**src/rtl/adc_share_arbiter_if.sv**
```systemverilog
// Bundle of requester and ADC side signals for adc_share_arbiter.
//   master : arbiter view  (drives grant/done/adc_start/result*, timeout_err, busy)
//   slave  : environment view (drives req, adc_busy, adc_data)
interface adc_share_arbiter_if #(
    parameter int unsigned N_REQ = 6,
    parameter int unsigned ADC_W = 14
);
    logic [N_REQ-1:0] req;
    logic [N_REQ-1:0] grant;
    logic [N_REQ-1:0] done;
    logic             adc_start;
    logic             adc_busy;
    logic [ADC_W-1:0] adc_data;
    logic [ADC_W-1:0] result;
    logic             result_valid;
    logic [2:0]       result_id;
    logic             timeout_err;
    logic             busy;

    modport master (
        input  req, adc_busy, adc_data,
        output grant, done, adc_start, result, result_valid, result_id,
               timeout_err, busy
    );

    modport slave (
        output req, adc_busy, adc_data,
        input  grant, done, adc_start, result, result_valid, result_id,
               timeout_err, busy
    );
endinterface

```
**src/rtl/adc_share_arbiter.sv**
```systemverilog
// Round-robin arbiter and sequencer for the single shared ADC.
// Grants one requester, runs one conversion, returns the result tagged with
// the requester id and flags conversions that time out.
// Ports:
//   clk  : system clock
//   rst  : synchronous active-high reset
//   bus  : adc_share_arbiter_if.master (req/grant/done, ADC handshake, result)
module adc_share_arbiter #(
    parameter int unsigned N_REQ   = 6,
    parameter int unsigned ADC_W   = 14,
    parameter int unsigned TIMEOUT = 255
) (
    input  logic                clk,
    input  logic                rst,
    adc_share_arbiter_if.master bus
);
    localparam int unsigned ID_W  = 3;
    localparam int unsigned CNT_W = 8;

    typedef enum logic [2:0] {
        S_IDLE,
        S_START,
        S_WAIT_BUSY,
        S_CONV,
        S_DONE,
        S_ABORT
    } state_t;

    state_t             state_q, state_d;
    logic [ID_W-1:0]    ptr_q, ptr_d;
    logic [ID_W-1:0]    winner_q, winner_d;
    logic [CNT_W-1:0]   cnt_q, cnt_d;
    logic [N_REQ-1:0]   grant_q, grant_d;
    logic [N_REQ-1:0]   done_q, done_d;
    logic               adc_start_q, adc_start_d;
    logic [ADC_W-1:0]   result_q, result_d;
    logic               result_valid_q, result_valid_d;
    logic [ID_W-1:0]    result_id_q, result_id_d;
    logic               timeout_err_q, timeout_err_d;
    logic               busy_q, busy_d;

    logic               pick_found;
    logic [ID_W-1:0]    pick_idx;

    // First asserted request at or after ptr, wrapping modulo N_REQ.
    always_comb begin
        int unsigned idx;
        idx        = 0;
        pick_found = 1'b0;
        pick_idx   = '0;
        for (int unsigned k = 0; k < N_REQ; k++) begin
            idx = (int'(ptr_q) + k) % N_REQ;
            if (!pick_found && bus.req[ID_W'(idx)]) begin
                pick_found = 1'b1;
                pick_idx   = ID_W'(idx);
            end
        end
    end

    // Next-state and registered-output logic. Pulsed outputs are computed on
    // the transition so they are visible during the state they belong to.
    always_comb begin
        state_d        = state_q;
        ptr_d          = ptr_q;
        winner_d       = winner_q;
        cnt_d          = cnt_q;
        grant_d        = grant_q;
        done_d         = '0;
        adc_start_d    = 1'b0;
        result_d       = result_q;
        result_valid_d = 1'b0;
        result_id_d    = result_id_q;
        timeout_err_d  = timeout_err_q;

        unique case (state_q)
            S_IDLE: begin
                grant_d = '0;
                if (pick_found) begin
                    winner_d = pick_idx;
                    grant_d  = N_REQ'(1) << pick_idx;
                    ptr_d    = (pick_idx == ID_W'(N_REQ - 1)) ? '0 : pick_idx + ID_W'(1);
                    state_d  = S_START;
                end
            end
            S_START: begin
                // adc_busy is deliberately not looked at here: it may be stale.
                adc_start_d = 1'b1;
                cnt_d       = '0;
                state_d     = S_WAIT_BUSY;
            end
            S_WAIT_BUSY: begin
                if (bus.adc_busy) begin
                    state_d = S_CONV;
                end else begin
                    cnt_d = cnt_q + CNT_W'(1);
                    if (cnt_d == CNT_W'(TIMEOUT)) begin
                        state_d       = S_ABORT;
                        done_d        = grant_q;
                        timeout_err_d = 1'b1;
                    end
                end
            end
            S_CONV: begin
                if (!bus.adc_busy) begin
                    result_d       = bus.adc_data;
                    result_valid_d = 1'b1;
                    result_id_d    = winner_q;
                    done_d         = grant_q;
                    state_d        = S_DONE;
                end else begin
                    // Counter carries over from WAIT_BUSY: one budget per conversion.
                    cnt_d = cnt_q + CNT_W'(1);
                    if (cnt_d == CNT_W'(TIMEOUT)) begin
                        state_d       = S_ABORT;
                        done_d        = grant_q;
                        timeout_err_d = 1'b1;
                    end
                end
            end
            S_DONE: begin
                grant_d = '0;
                state_d = S_IDLE;
            end
            S_ABORT: begin
                grant_d = '0;
                state_d = S_IDLE;
            end
            default: begin
                grant_d = '0;
                state_d = S_IDLE;
            end
        endcase

        busy_d = (state_d != S_IDLE);
    end

    // State and output registers.
    always_ff @(posedge clk) begin
        if (rst) begin
            state_q        <= S_IDLE;
            ptr_q          <= '0;
            winner_q       <= '0;
            cnt_q          <= '0;
            grant_q        <= '0;
            done_q         <= '0;
            adc_start_q    <= 1'b0;
            result_q       <= '0;
            result_valid_q <= 1'b0;
            result_id_q    <= '0;
            timeout_err_q  <= 1'b0;
            busy_q         <= 1'b0;
        end else begin
            state_q        <= state_d;
            ptr_q          <= ptr_d;
            winner_q       <= winner_d;
            cnt_q          <= cnt_d;
            grant_q        <= grant_d;
            done_q         <= done_d;
            adc_start_q    <= adc_start_d;
            result_q       <= result_d;
            result_valid_q <= result_valid_d;
            result_id_q    <= result_id_d;
            timeout_err_q  <= timeout_err_d;
            busy_q         <= busy_d;
        end
    end

    assign bus.grant        = grant_q;
    assign bus.done         = done_q;
    assign bus.adc_start    = adc_start_q;
    assign bus.result       = result_q;
    assign bus.result_valid = result_valid_q;
    assign bus.result_id    = result_id_q;
    assign bus.timeout_err  = timeout_err_q;
    assign bus.busy         = busy_q;
endmodule

```
**src/flat_wrapper.sv**
```systemverilog
// flat-port wrapper written by rule: the top's interface ports become plain ports
module adc_share_arbiter_flat 
#(
    parameter int unsigned N_REQ   = 6,
    parameter int unsigned ADC_W   = 14,
    parameter int unsigned TIMEOUT = 255
)
  (clk, rst, bus_req, bus_adc_busy, bus_adc_data, bus_grant, bus_done, bus_adc_start, bus_result, bus_result_valid, bus_result_id, bus_timeout_err, bus_busy);
  adc_share_arbiter_if #(.N_REQ(N_REQ), .ADC_W(ADC_W)) bus_i ();
  input  logic clk;
  input  logic rst;
  input wire logic [$bits(bus_i.req)-1:0] bus_req;
  input wire logic [$bits(bus_i.adc_busy)-1:0] bus_adc_busy;
  input wire logic [$bits(bus_i.adc_data)-1:0] bus_adc_data;
  output wire logic [$bits(bus_i.grant)-1:0] bus_grant;
  output wire logic [$bits(bus_i.done)-1:0] bus_done;
  output wire logic [$bits(bus_i.adc_start)-1:0] bus_adc_start;
  output wire logic [$bits(bus_i.result)-1:0] bus_result;
  output wire logic [$bits(bus_i.result_valid)-1:0] bus_result_valid;
  output wire logic [$bits(bus_i.result_id)-1:0] bus_result_id;
  output wire logic [$bits(bus_i.timeout_err)-1:0] bus_timeout_err;
  output wire logic [$bits(bus_i.busy)-1:0] bus_busy;
  assign bus_i.req = bus_req;
  assign bus_i.adc_busy = bus_adc_busy;
  assign bus_i.adc_data = bus_adc_data;
  assign bus_grant = bus_i.grant;
  assign bus_done = bus_i.done;
  assign bus_adc_start = bus_i.adc_start;
  assign bus_result = bus_i.result;
  assign bus_result_valid = bus_i.result_valid;
  assign bus_result_id = bus_i.result_id;
  assign bus_timeout_err = bus_i.timeout_err;
  assign bus_busy = bus_i.busy;
  adc_share_arbiter #(.N_REQ(N_REQ), .ADC_W(ADC_W), .TIMEOUT(TIMEOUT)) u_core (.clk(clk), .rst(rst), .bus(bus_i));
endmodule
```
**config.mk**
```make
export PLATFORM = sky130hd
export DESIGN_NAME = adc_share_arbiter_flat
export DESIGN_NICKNAME = d
export VERILOG_FILES = /design/src/rtl/adc_share_arbiter_if.sv /design/src/rtl/adc_share_arbiter.sv /design/src/flat_wrapper.sv
export SDC_FILE = /design/constraint.sdc
export NUM_CORES = 1
export LEC_CHECK = 0
export CORE_UTILIZATION = 53
export DETAILED_ROUTE_END_ITERATION = 10
export PLACE_DENSITY = 0.77
export REMOVE_ABC_BUFFERS = 1
export SLEW_MARGIN = 40
export SYNTH_ARGS = -nofsm -noshare
export SYNTH_HDL_FRONTEND = slang
export SYNTH_SLANG_ARGS = --single-unit
```
**constraint.sdc**
```tcl
create_clock -name clk -period 5.6 [get_ports clk]
set_clock_uncertainty 0.2 [all_clocks]
set_input_delay 0.84 -clock clk [delete_from_list [all_inputs] [get_ports clk]]
set_output_delay 0.84 -clock clk [all_outputs]
set_load 0.05 [all_outputs]
```
==> results of run 1 <==
-- registers in the layout (all words and copies together) (netlist names) --
| name | count |
|---|---|
| u_core.bus.result_id | 3 |
| u_core.cnt_q | 8 |
| u_core.bus.result | 14 |
| u_core.bus.grant | 6 |
| u_core.ptr_q | 3 |
| u_core.winner_q | 3 |
| u_core.bus.busy | 1 |
| u_core.bus.result_valid | 1 |
| u_core.bus.timeout_err | 1 |
| u_core.bus.adc_start | 1 |
| u_core.bus.done | 6 |
| u_core.state_q | 3 |
-- final cells by class --
class | instances | area (µm²) | area share (%)
clock buffers | 5 | 68.8 | 1.80
clock inverters | 2 | 15.0 | 0.393
inverters | 16 | 60.1 | 1.57
multi-input cells | 295 | 2020 | 52.9
flip-flops and latches | 50 | 1000 | 26.2
well taps | 72 | 90.1 | 2.36
repair buffers | 57 | 566 | 14.8
-- per-stage QoR --
stage / hold WS [ns] / power, mW / area [µm²] / cells / util [%]
global placement: 0.241 / 1.38 / 3730 / 490 / 66.1
global route: 0.268 / 1.73 / 3820 / 497 / 67.7
detailed placement: 0.246 / 1.40 / 3740 / 490 / 66.2
floorplan: 0.225 / 1.19 / 3070 / 361 / -
finish: 0.251 / 1.62 / 3820 / 497 / 67.7
CTS: 0.249 / 1.61 / 3820 / 497 / 67.7
-- layout by cell type (no fill, tap or decap), types with 5 or more instances in the layout --
cell type        count
nand2b_1             8
o21ai_1              5
nand3b_1             5
a21oi_1             32
dfxtp_1             50
mux2i_1             10
clkbuf_8             5
nand3_1              9
and3_1               5
clkdlybuf4s50_1     55
and2_1               8
ha_1                16
nor2_1              36
nor3_1               6
inv_1               13
o21ai_0             14
nand2_1             48
nor2b_1              6
xnor2_1              7
-- synthesized netlist by cell type (6+ instances only) --
master	n	area, µm²
ha_1	16	200
inv_1	13	48.8
o21ai_0	14	70.1
nand2b_1	8	50.1
nand2_1	48	180
nor3_1	7	35.0
nor2b_1	6	37.5
and2_1	8	50.1
nand3_1	9	45.0
nor2_1	36	135
xnor2_1	7	61.3
mux2i_1	10	100
a21oi_1	32	160
dfxtp_1	50	1000
clkbuf_1	10	37.5
-- metal layers --
| layer | routed length [µm] | up-vias | global-route usage [%] | part of all wire, % |
|---|---|---|---|---|
| li1 | - | 1430 | - | - |
| met1 | 3330 | 1305 | 31.0 | 46 |
| met2 | 3580 | 60 | 41.5 | 49 |
| met3 | 297 | 8 | 4.94 | 4.1 |
| met4 | 79 | 0 | 5.64 | 1.1 |
| met5 | 0 | - | 0 | 0 |
-- tightest hold or removal path, cell delays in order, from the launching register on --
cell     delay [ns]
dfxtp_1        0.32
nand2_1        0.05
a21oi_1        0.05
-- cell families after synthesis --
logic type	count (synthesis)	synth area share, %
fa+ha+maj	17	6.65
xor+xnor	11	3.76
flops	50	31.7
mux	16	5.43
simple gates	155	25.3
compound gates	96	22.4
buf+inv	33	4.75
-- worst paths after layout --
kind | end | cells past startpoint | from | slack (ns)
max | u_core.ptr_q[2] | 15 | u_core.ptr_q[2] | 0.96
min | u_core.bus.result_id[2] | 2 | u_core.winner_q[2] | 0.25
max reg2reg | u_core.ptr_q[2] | 15 | u_core.ptr_q[2] | 0.96
min reg2reg | u_core.bus.result_id[2] | 2 | u_core.winner_q[2] | 0.25
-- report_power, final --
group	leakage, nW	switching, mW	internal (mW)
registers	0.405	0.0377	0.398
logic	0.918	0.585	0.389
clock network	0.0362	0.121	0.0855
==> flow_results.org, run 1 <==
** Run status
- The run finished with clean final reports.

** Synthesis
- Each instance of the synthesized netlist takes up on average 8.36 µm².
- EDFF count, synth :: 0
- Most used flip-flop cell after synthesis :: dfxtp_1
- Sequential elements use 31.7% of the synthesized area.
- Post-synthesis cell type count :: 72
- After technology mapping, the gate count stands at 378.
- Synthesis warning total :: 0
- Async SR Flop Fraction :: 0%
- Number of register bits inferred by synthesis :: 50
- Post-Synthesis Cell Area :: 3160 µm²

** Critical path
- Crit path capture type :: flip-flop
- Most used cell along the critical path :: ha_1
- Slowest stage delay, CP :: 0.74 ns
- Broken down by cell family, the worst path's largest delay share belongs to compound AO/OA/AOI/OAI gates.
- CP Data Arrival Time :: 4.66 ns
- The signal on the critical path passes through inv_1 -> ha_1 -> a21oi_1 -> inv_1 -> ha_1 -> nand4bb_1 -> a21oi_1 -> o21bai_1 -> a2111oi_2 -> o21ai_0 -> a31o_1 -> o211ai_2 -> and2_1 -> ha_1 -> o41ai_1.
- The slowest stage of the critical path is the dfxtp_1 cell.
- The critical path is of the reg -> reg type.
- Along the worst path, the maximum fanout reaches 15.
- STA classifies the critical path startpoint as a flip-flop.
- Required time at the worst-slack endpoint :: 5.62 ns
- The number of buffers and inverters on the critical path is 2.

** Detailed routing
- Remaining design rule violation count :: 0
- Total via count in the routed design :: 2,803
- Final routed wire length divided by cell count :: 14.7 µm
- Detail-routed via count per cell :: 5.64
- Remaining antenna violation count :: 0
- Total Routed Length :: 7.29 mm
- For this block, the initial DRC count from the detailed router was 201.
- Detailed-routing iteration count for the pre-antenna-repair pass :: 4

** Floorplanning
- Once the floorplan was initialized, standard cells occupied 56.0% of the core.
- Die height :: 79.2 µm
- In this run the horizontal extent of the chip is 79.2 µm.
- The floorplan step defined a die boundary enclosing 6270 µm².
- I/O pin total :: 56
- Number of rows created at floorplan :: 27
- The floorplan step defined a core boundary enclosing 5640 µm².

** CTS
- The H-tree generated during clock tree synthesis spans 2 levels.
- No sink is reached through more buffers than the 2 on the longest clock path.
- Gates resized during post-CTS repair numbered 0.
- Cell at the root of the clock tree :: clkbuf_8
- TritonCTS built the clock tree.
- Postcts setup bufs :: 0
- After clock tree synthesis, the clock-pin slew on the worst setup and hold paths is 0.10 ns.
- Insertion delay to the later sink of the worst-skew pair :: 0.31 ns
- The number of clock buffers added by TritonCTS is 5.
- Cts hold-fix bufs :: 0
- Number of clock sinks :: 50

** Global route
- The via count of the first global-routing pass is 2,626.
- After global routing the overflow that remains totals 0.
- Wire length of the first global-routing pass :: 12.1 mm
- GRT Overall Usage :: 24.2%
- Entering global routing, the biggest net connects 38 pins.
- The number of antenna violations at the first check in global routing was 0.

** Final layout
- Compared with the post-synthesis result, the final layout area differs by 20.9%.
- Fin nets :: 464
- Number of antenna repair diodes :: 0
- Cells with a size suffix above 1 make up 9.65% of the layout.
- Filler cell count in the final layout :: 472

** Place
- At the end of routability-driven placement, the weighted congestion stood at 0.936.
- Worst setup timing slack at the placement stage :: 1.01 ns
- In this run the tool buffered the top-level ports with 55 buffer cells.
- Once detailed placement completed, the half-perimeter wirelength came to 5.41 mm.

** Power
- Cell Pwr Density :: 423 nW/µm²
- Largest vdd supply drop :: 0.246 mV
- For this design the static power due to leakage is 1.36 nW.

** STA
- The number of hold violations in the final report came to 0.
- The worst pin sits at a relative slew slack of 49.2%.
- Setup Viol. Count Final :: 0
- Fin worst setup slack :: 0.963 ns
- The max-slew violation count came to 0.
- Setup total negative slack on the finished layout was measured at 0 ns.
- For the pin with the worst max-slew slack, the measured transition is 0.762 ns.
- Max Freq :: 0.216 GHz
- Setup repair after global routing left no endpoint under its margin.
- The final critical path takes up 82.8% of the cycle.
- After layout, the minimum clock period comes to 4.64 ns.

** Run
- Across the run, the number of max-cap violations was 0.

** Min path
- The min-delay analysis places its worst path in the category reg -> reg.
No activity file was read; power rests on OpenSTA's default activity.
==> run 2: changes to the inputs <==
Clock period 5.6 ns to 4.7 ns, I/O delays scaled along.
==> flow_results.org, run 2 (same netlist as run 1, synthesis figures left out) <==
** Run status
- Outcome :: completed (unchanged)

** CTS
- Number of buffers created by CTS :: 5 (unchanged)
- Postcts setup bufs :: 0 (unchanged)
- Insertion delay to the later sink of the worst-skew pair :: 0.31 ns (about the same)
- The buffer type at the clock tree root is clkbuf_8 (unchanged).
- CTS tree :: yes (unchanged)
- The hold-fix buffer count after cts was 0 (unchanged).
- Resize count post-CTS :: 0 (unchanged)
- Max Root-Sink Buffers :: 2 (unchanged)
- Number of clock sinks :: 50 (unchanged)
- The number of levels in the clock H-tree was 2 (unchanged).
- Clock input transition at the sequential cells of the worst setup and hold paths :: 0.10 ns (about the same)

** Floorplanning
- The die extent in x was 79.2 µm (unchanged).
- Placeable core area :: 5640 µm² (unchanged)
- The effective utilization at floorplan was 56.0% (unchanged).
- Area of the die :: 6270 µm² (unchanged)
- I/O pin total :: 56 (unchanged)
- Die height :: 79.2 µm (unchanged)
- Number of rows created at floorplan :: 27 (unchanged)

** Final layout
- Fraction of final layout cells sized beyond drive strength 1 :: 10.7% (was 9.65%)
- The area occupied by multi-input gates was 2020 µm² (unchanged).
- The most frequent standard cell in the layout excluding fill and tap cells is clkdlybuf4s50_1 (unchanged).
- Area growth from synthesis to layout :: 22.1% (was 20.9%)
- Commonest cells after routing, fill and taps aside :: clkdlybuf4s50_1 (55), dfxtp_1 (50), nand2_1 (48) (unchanged)
- Filler cell count in the final layout :: 488 (was 472)
- The register area was 1000 µm² (unchanged).
- The antenna cell count is 0 (unchanged).
- Fin nets :: 468 (was 464)
- The number of flip-flops in the largest register is 14 (unchanged).
- The end-of-flow core utilization came to 68.4% (was 67.7%).

** Power
- The proportion of power drawn by combinational gates is 60.3% (was 60.2%).
- The internal power summed over all cells was 1.06 mW (was 0.873 mW).
- The total power divided by cell area was 505 nW/µm² (was 423 nW/µm²).
- The sequential fraction of design power was 26.4% (was 27.0%).
- Largest vdd supply drop :: 0.259 mV (was 0.246 mV)
- The power dissipated by switching net loads came to 0.891 mW (was 0.744 mW).
- Switching part of the total power :: 45.7% (was 46.0%)
- The cell leakage power was 1.38 nW (was 1.36 nW).
- Clock network fraction of total power :: 13.3% (was 12.8%)

** Run
- The number of maximum-capacitance violations came to 0 (unchanged).

** Min path
- Worst hold start :: u_core.bus.result[8] (was u_core.winner_q[2])
- Hold crit path type :: reg -> reg (unchanged)
- Endpoint, Worst Hold :: u_core.bus.result[8] (was u_core.bus.result_id[2])
- The number of cells on the worst hold path came to 2 (unchanged).

** STA
- RSZ-0062 raised after global routing: false (unchanged).
- The number of hold violations in the final report came to 0 (unchanged).
- Max Freq :: 0.234 GHz (was 0.216 GHz)
- The worst max-slew margin expressed relative to the limit was 55.2% (was 49.2%).
- Setup Viol. Count Final :: 0 (unchanged)
- Max-slew violations :: 0 (unchanged)
- Final worst path period share :: 91.0% (was 82.8%)
- Actual transition at the worst max-transition pin :: 0.667 ns (was 0.762 ns)
- The setup TNS after final layout came to 0 ns (unchanged).
- Crit path time final :: 4.28 ns (was 4.64 ns)

** Critical path
- Depth of the worst register-to-register path :: 15 (unchanged)
- The data arrival at the endpoint of the critical path is 4.30 ns (was 4.66 ns).
- R2R setup slack :: 0.42 ns (was 0.96 ns)
- The data required time at the worst endpoint was 4.72 ns (was 5.62 ns).
- The launch instance of the worst register-to-register path is u_core.ptr_q[1] (was u_core.ptr_q[2]).
- Worst Path Class, Setup :: reg -> reg (unchanged)
- Kind of start point of the critical path :: flip-flop (unchanged)
- The critical path capture point type is a flip-flop (unchanged).
- Destination of the worst register-to-register timing path :: u_core.ptr_q[2] (unchanged)
- The maximum fanout encountered on the critical timing path came to 8 (was 15).

** Global route
- Number of antenna violations at the first check in global routing :: 0 (unchanged)
- Wire length of the first global-routing pass :: 12.4 mm (was 12.1 mm)
- The final global-route overflow total was 0 (unchanged).
- The maximum number of pins on one net before global-route repair was 38 (unchanged).
- GRT Overall Usage :: 24.8% (was 24.2%)
- Via count of the first global-routing pass :: 2,718 (was 2,626)

** Place
- The post-DP HPWL was 5.49 mm (was 5.41 mm).
- The placer's final routability congestion estimate is 0.934 (was 0.936).
- The quantity of I/O buffers inserted on ports was 55 (unchanged).

** Detailed routing
- The per-cell routed wire length was 14.4 µm (was 14.7 µm).
- Remaining antenna violation count :: 0 (unchanged)
- Total Routed Length :: 7.23 mm (was 7.29 mm)
- The total via count in the routed design came to 2,836 (was 2,803).
- Violation count after the first detailed-route iteration :: 183 (was 201)
- The final routed DRC violation total came to 0 (unchanged).
- The first-pass iteration count of the detailed router is 4 (unchanged).
- The via density per instance was 5.65 (was 5.64).
==> run 2: cell types whose count changed in the layout (fill, tap and decap cells not counted) <==
cell | before | now
buf_4 | 2 | 6
inv_6 | 0 | 1
==> run 2: routing by layer <==
metal  global-route usage, %  vias to the layer above  part of all wire (%)  wire [µm]
met4                    9.82                        0                   2.3        166
met2                    41.0                       79                    48       3480
met3                    5.29                       15                   4.4        317
li1                        -                     1446                     -          -
met5                       0                        -                     0          0
met1                    31.4                     1296                    45       3260
==> run 2: cell type report <==
cell class / count / area share (%)
inverter: 16 / 1.56
timing repair buffer: 61 / 15.4
clock inverter: 3 / 0.616
tap: 72 / 2.33
multi-input combinational: 295 / 52.3
clock buffer: 5 / 1.78
sequential: 50 / 25.9
==> run 2: worst max-delay path by stage <==
stage                          from  slack (ns)  depth (start not counted)         endpoint
floorplan           u_core.ptr_q[0]        0.55                         12  u_core.ptr_q[2]
global placement    u_core.ptr_q[0]        0.56                         16  u_core.ptr_q[2]
detailed placement  u_core.ptr_q[1]        0.44                         15  u_core.ptr_q[2]
CTS                 u_core.ptr_q[1]        0.42                         15  u_core.ptr_q[2]
global route        u_core.ptr_q[1]        0.05                         15  u_core.ptr_q[2]
finish              u_core.ptr_q[1]        0.42                         15  u_core.ptr_q[2]
==> run 2: power by group through the flow <==
stage | Sequential (mW) | Combinational (mW) | Clock (mW)
global placement | 0.523 | 1.14 | 0
floorplan | 0.621 | 0.794 | 0
global route | 0.522 | 1.28 | 0.286
finish | 0.514 | 1.18 | 0.260
detailed placement | 0.524 | 1.16 | 0
CTS | 0.514 | 1.17 | 0.267
==> run 2: worst max-delay path: stages, from the launching register on <==
cell	delay [ns]
dfxtp_1	0.50
inv_1	0.23
ha_1	0.33
a21oi_2	0.21
inv_2	0.09
ha_1	0.31
nand2b_1	0.18
nor2_1	0.24
xnor2_1	0.18
o32a_1	0.25
o211ai_2	0.18
a2bb2oi_2	0.21
a211oi_4	0.32
and2_1	0.21
ha_1	0.23
o41ai_1	0.31
==> run 2: metrics by stage <==
stage | cells | cell area [µm²] | power (mW) | setup slack, ns | hold WS (ns)
floorplan | 361 | 3070 | 1.41 | 0.546 | 0.225
global placement | 494 | 3760 | 1.66 | 0.558 | 0.241
detailed placement | 494 | 3770 | 1.69 | 0.442 | 0.248
CTS | 502 | 3860 | 1.95 | 0.421 | 0.262
global route | 502 | 3860 | 2.09 | 0.0526 | 0.276
finish | 502 | 3860 | 1.95 | 0.422 | 0.259
==> run 3: changes to the inputs <==
Settings changed: SKIP_LAST_GASP set to 1.
==> results of run 3 <==
Final layout, timing and power as in run 2 (identical DEF).
